## config.mk

```make
export PLATFORM = sky130hd
export DESIGN_NAME = fetch_stage
export DESIGN_NICKNAME = d
export VERILOG_FILES = /design/src/rtl/fetch_stage.sv
export SDC_FILE = /design/constraint.sdc
export NUM_CORES = 1
export LEC_CHECK = 0
export ABC_AREA = 1
export BUFFER_PORTS_ARGS = -buffer_cell sky130_fd_sc_hd__buf_2
export CORE_MARGIN = 3
export CORE_UTILIZATION = 30
export CTS_CLUSTER_DIAMETER = 120
export DETAILED_ROUTE_END_ITERATION = 7
export SETUP_SLACK_MARGIN = 0.15
export SLEW_MARGIN = 10
export SYNTH_ARGS = -nofsm -noshare
export SYNTH_HDL_FRONTEND = slang
export SYNTH_SLANG_ARGS = --single-unit
```

## constraint.sdc

```tcl
create_clock -name CLKF -period 1.7 [get_ports CLKF]
set_input_delay 0 -clock CLKF [delete_from_list [all_inputs] [get_ports CLKF]]
set_output_delay 0 -clock CLKF [all_outputs]
set_load 0.05 [all_outputs]
```

## src/rtl/fetch_stage.sv

```systemverilog
// Instruction fetch + IF/ID register over a req/ack imem port, one request outstanding; a word reaches decode
// on its ack edge. A decode stall parks one word in a hold buffer and pauses fetch until decode frees up.
module fetch_stage #(
  parameter logic [31:0] RESET_PC = 32'h0040_0000
) (
  input  logic        CLKF,
  input  logic        RST_nF,
  input  logic        StallD,
  input  logic        PCSrcD,
  input  logic [31:0] PCBranchD,
  input  logic        JumpD,
  input  logic [31:0] PCJumpD,
  output logic        ImemReqF,
  output logic [31:0] ImemAddrF,
  input  logic        ImemAckF,
  input  logic [31:0] ImemRdataF,
  output logic [31:0] InstrD,
  output logic [31:0] PCPlus4D,
  output logic        ValidD
);

  localparam logic [1:0] IDLE  = 2'd0;
  localparam logic [1:0] REQ   = 2'd1;
  localparam logic [1:0] DRAIN = 2'd2;
  localparam logic [1:0] HOLD  = 2'd3;

  logic [1:0]  state, stateNext;
  logic [31:0] pcF, pcNext, addrNext, pcPlus4, target;
  logic [31:0] bufInstr, bufPcPlus4;
  logic [31:0] deliverInstr, deliverPc4;
  logic        redirect, deliver, bufLoad;

  // Only an instruction actually leaving decode may steer the PC.
  assign redirect = (JumpD | PCSrcD) & ValidD & ~StallD;
  assign target   = JumpD ? PCJumpD : PCBranchD;
  assign pcPlus4  = pcF + 32'd4;
  assign ImemReqF = (state == REQ) | (state == DRAIN);

  always_comb begin
    stateNext    = state;
    pcNext       = pcF;
    addrNext     = ImemAddrF;
    deliver      = 1'b0;
    deliverInstr = ImemRdataF;
    deliverPc4   = pcPlus4;
    bufLoad      = 1'b0;
    case (state)
      IDLE: begin
        stateNext = REQ;
        addrNext  = pcF;
      end
      REQ: begin
        if (ImemAckF) begin
          if (redirect) begin
            pcNext   = target;
            addrNext = target;
          end else begin
            pcNext   = pcPlus4;
            addrNext = pcPlus4;
            if (StallD) begin
              bufLoad   = 1'b1;
              stateNext = HOLD;
            end else begin
              deliver = 1'b1;
            end
          end
        end else if (redirect) begin
          // Address must stay put until the in-flight wrong-path word returns.
          pcNext    = target;
          stateNext = DRAIN;
        end
      end
      DRAIN: begin
        if (redirect) pcNext = target;
        if (ImemAckF) begin
          addrNext  = redirect ? target : pcF;
          stateNext = REQ;
        end
      end
      HOLD: begin
        if (redirect) begin
          pcNext    = target;
          addrNext  = target;
          stateNext = REQ;
        end else if (!StallD) begin
          deliver      = 1'b1;
          deliverInstr = bufInstr;
          deliverPc4   = bufPcPlus4;
          addrNext     = pcF;
          stateNext    = REQ;
        end
      end
      default: stateNext = IDLE;
    endcase
  end

  always_ff @(posedge CLKF or negedge RST_nF) begin
    if (!RST_nF) begin
      state      <= IDLE;
      pcF        <= RESET_PC;
      ImemAddrF  <= RESET_PC;
      InstrD     <= 32'd0;
      PCPlus4D   <= 32'd0;
      ValidD     <= 1'b0;
      bufInstr   <= 32'd0;
      bufPcPlus4 <= 32'd0;
    end else begin
      state     <= stateNext;
      pcF       <= pcNext;
      ImemAddrF <= addrNext;
      if (bufLoad) begin
        bufInstr   <= ImemRdataF;
        bufPcPlus4 <= pcPlus4;
      end
      if (!StallD) begin
        if (deliver) begin
          InstrD   <= deliverInstr;
          PCPlus4D <= deliverPc4;
          ValidD   <= 1'b1;
        end else begin
          InstrD <= 32'd0;
          ValidD <= 1'b0;
        end
      end
    end
  end

endmodule

```

==> flow_metrics.py <==
metrics = {
    "cts": {
        "clock_path_buffers": 2,
        "clk_pin_slew_ps": 90,
        "cts_buffers": 17,
        "clockRootBuffer": "clkbuf_16",
        "htree_levels": 4,
        "clock_latency_ps": 470,
        "cts_tree": "done",
        "cts.sinks": 195,
    },
    "die": {
        "dieArea_um2": 37200,
        "rows": 67,
        "fp.dieH_um": 193,
        "fp.coreArea_um2": 34000,
        "start_util": 0.308,
        "die_w_um": 193,
        "io_pins": 200,
    },
    "run_status": {
        "failed_checks": "hold timing, setup timing",
        "outcome": "complete, but fails checks",
    },
    "cells_and_area": {
        "final_core_util": 0.529,
        "final_common_cell": "nand2_1",
        "layout_common_cells": "nand2_1, buf_2, dfrtp_1",
        "layout.nets": 1988,
        "drive_above_1_share": 0.480,
        "area_growth_pct": 71.6,
    },
    "grt": {
        "antenna_found_initial": 1,
        "track_usage": 0.223,
        "grt_pass1_wl_mm": 64.1,
        "overflow": 0,
        "grt_max_degree": 63,
        "first_global_vias": 11400,
    },
    "place": {
        "io_buffers": 199,
        "place_ws_ps": -110,
        "hpwl_mm": 25.7,
        "gp_congestion": 0.926,
    },
    "sta": {
        "fin_ws_ps": -208,
        "skew_ps": 22.5,
        "maxSlewViolCount": 0,
        "hold_slack_ps": -11.6,
        "fin_crit_ps": 1910,
        "period_share": 1.12,
        "finalSetupViolations": 167,
        "tns_ps": -13880,
        "maxSlewHeadroom": 0.675,
        "rsz0062_at_grt": "true",
        "hold_viol_final": 1,
        "tightest_slew_ps": 487,
        "fmax_mhz": 524,
    },
    "critical_path": {
        "start_kind": "register",
        "critPathLaunch": "state[1]$_DFFE_PN0P_",
        "arrival_ps": 2270,
        "rr_startpoint": "state[1]$_DFFE_PN0P_",
        "required_ps": 2060,
        "cp_max_fo": 8,
        "endpoint_kind": "register",
        "path_class": "register to register",
    },
    "power_and_ir_drop": {
        "ir_worst_vdd_mv": 1.58,
        "power_leakage_nw": 8.78,
        "cellPowerDensity_nw_per_um2": 2150,
    },
    "routing": {
        "routed-wl-met2_mm": 22.7,
        "topRoutingLayerUsed": "met4",
        "ant_nets": 0,
        "viasPerCell": 5.21,
        "first_pass_iters": 6,
        "met1_length_mm": 18.4,
        "wl_met3_mm": 3.74,
        "drt_iter0_markers": 798,
        "drc_errors": 0,
        "wire_per_inst_um": 20.1,
        "vias": 12200,
        "drt-total-wl_mm": 47.0,
    },
    "worst_hold_path": {
        "worstHoldPathType": "input port to register",
        "min_from": "PCBranchD[0]",
    },
    "yosys": {
        "ys_warn_count": 0,
        "ys_seq_elements": 195,
        "netlist_area_um2": 10500,
        "synth_nets": 1565,
        "seq_area_frac_synth": 0.465,
        "syn-instance-count": 1458,
        "synth_cell_types": 33,
        "syn_avg_cell_area_um2": 7.19,
    },
    "flow_run": {
        "cap_violations": 0,
    },
}
-- synthesized netlist by cell type --
master | n | area (um2)
buf_4 | 3 | 22.5
buf_2 | 24 | 120
buf_1 | 5 | 18.8
nor2_2 | 4 | 25.0
o21ai_0 | 159 | 796
ha_1 | 5 | 62.6
xor2_1 | 7 | 61.3
o21ai_1 | 41 | 205
o22ai_1 | 25 | 156
inv_2 | 6 | 22.5
a31oi_1 | 7 | 43.8
nand3b_1 | 1 | 7.51
o211ai_1 | 9 | 67.6
clkbuf_1 | 55 | 206
and2_1 | 1 | 6.26
nor2_1 | 129 | 484
nor2_4 | 7 | 78.8
nand2_1 | 590 | 2210
or2_2 | 1 | 6.26
xor2_2 | 7 | 114
nand2_2 | 7 | 43.8
a22o_1 | 2 | 17.5
nand3_1 | 34 | 170
a211oi_1 | 1 | 7.51
a21boi_0 | 1 | 7.51
dfrtp_1 | 193 | 4830
nor2_8 | 2 | 40.0
nand2_4 | 1 | 11.3
o21ai_2 | 1 | 8.76
o21a_1 | 4 | 30.0
a21oi_1 | 69 | 345
dfstp_2 | 2 | 52.6
inv_1 | 55 | 206
-- per-stage QoR --
stage,hold slack (ps),instances,power (W),cell area (um2)
floorplan,-296,1458,0.0200,10600
finish,-11.6,2343,0.0387,18000
global route,31.3,2343,0.0408,18000
detailed placement,3.60,2142,0.0262,12900
CTS,23.6,2285,0.0339,15800
global placement,6.59,2142,0.0259,12900
-- cell families (layout without fill, tap and decap cells) --
| logic type | after synthesis | in the layout | share of synthesized area |
|---|---|---|---|
| and+or+nand+nor | 777 | 777 | 0.294 |
| AOI/OAI and AO/OA | 319 | 319 | 0.161 |
| DFF | 195 | 195 | 0.465 |
| buffers and inverters | 148 | 584 | 0.0569 |
| xor gates and xnor gates | 14 | 14 | 0.0167 |
| adders and majority gates | 5 | 5 | 0.00596 |
| other | 0 | 1 | 0 |
-- sequential cells by signal (all words and copies together) (netlist names) --
| register | flops |
|---|---|
| ValidD | 1 |
| bufPcPlus4 | 32 |
| InstrD | 32 |
| state | 2 |
| bufInstr | 32 |
| pcF | 32 |
| ImemAddrF | 32 |
| PCPlus4D | 32 |
-- routing by layer --
layer / vias up / GRT usage
li1: 5563 / -
met1: 5892 / 0.282
met2: 604 / 0.373
met3: 141 / 0.0463
met4: 0 / 0.0893
met5: - / 0
-- path summary, 6_finish.rpt --
path                                                   to  slack [ps]  cells after the start
worst max-delay path               InstrD[20]$_DFFE_PN0N_        -210                     12
worst min-delay path                   pcF[0]$_DFFE_PN0N_         -10                      5
worst max register to register     InstrD[20]$_DFFE_PN0N_        -210                     12
worst min register to register     InstrD[23]$_DFFE_PN0N_         480                      2
max in group asynchronous       ImemAddrF[22]$_DFFE_PN1P_         900                      3
min in group asynchronous         PCPlus4D[8]$_DFFE_PN0P_          70                      2
-- critical path: stages, from the launching register on --
cell	delay, ps
dfrtp_2	440
inv_2	90
ha_4	180
nand2_4	60
buf_6	120
buf_6	110
nand2_4	70
nand2_8	120
inv_12	130
buf_12	110
buf_16	130
o21ai_2	60
o21ai_1	190
-- repair_timing --
| item | CTS | global route |
|---|---|---|
| hold buffers | 35 | 0 |
| endpoints found under the setup margin | 188 | 195 |
| gates cloned | 26 | 14 |
| buffers inserted | 50 | 43 |
| endpoints found under the hold margin | 258 | 0 |
| gates resized for setup | 255 | 457 |
| pin swaps | 80 | 148 |
-- layout make-up --
class	instances	area, um2
Inverter	61	284
Clock buffer	17	425
Antenna cell	1	2.50
Timing Repair inverter	2	22.5
Tap cell	448	561
Sequential cell	195	4890
Multi-Input combinational cell	1115	6880
Fill cell	2979	16000
Clock inverter	15	181
Timing Repair Buffer	489	4750
-- report_power, final --
group | internal (W) | total (W) | switching, W | leakage [nW]
logic | 0.00987 | 0.0255 | 0.0157 | 6.10
clock network | 0.00200 | 0.00422 | 0.00222 | 0.287
registers | 0.00703 | 0.00897 | 0.00194 | 2.39
Power figures use the tool's default switching activity.
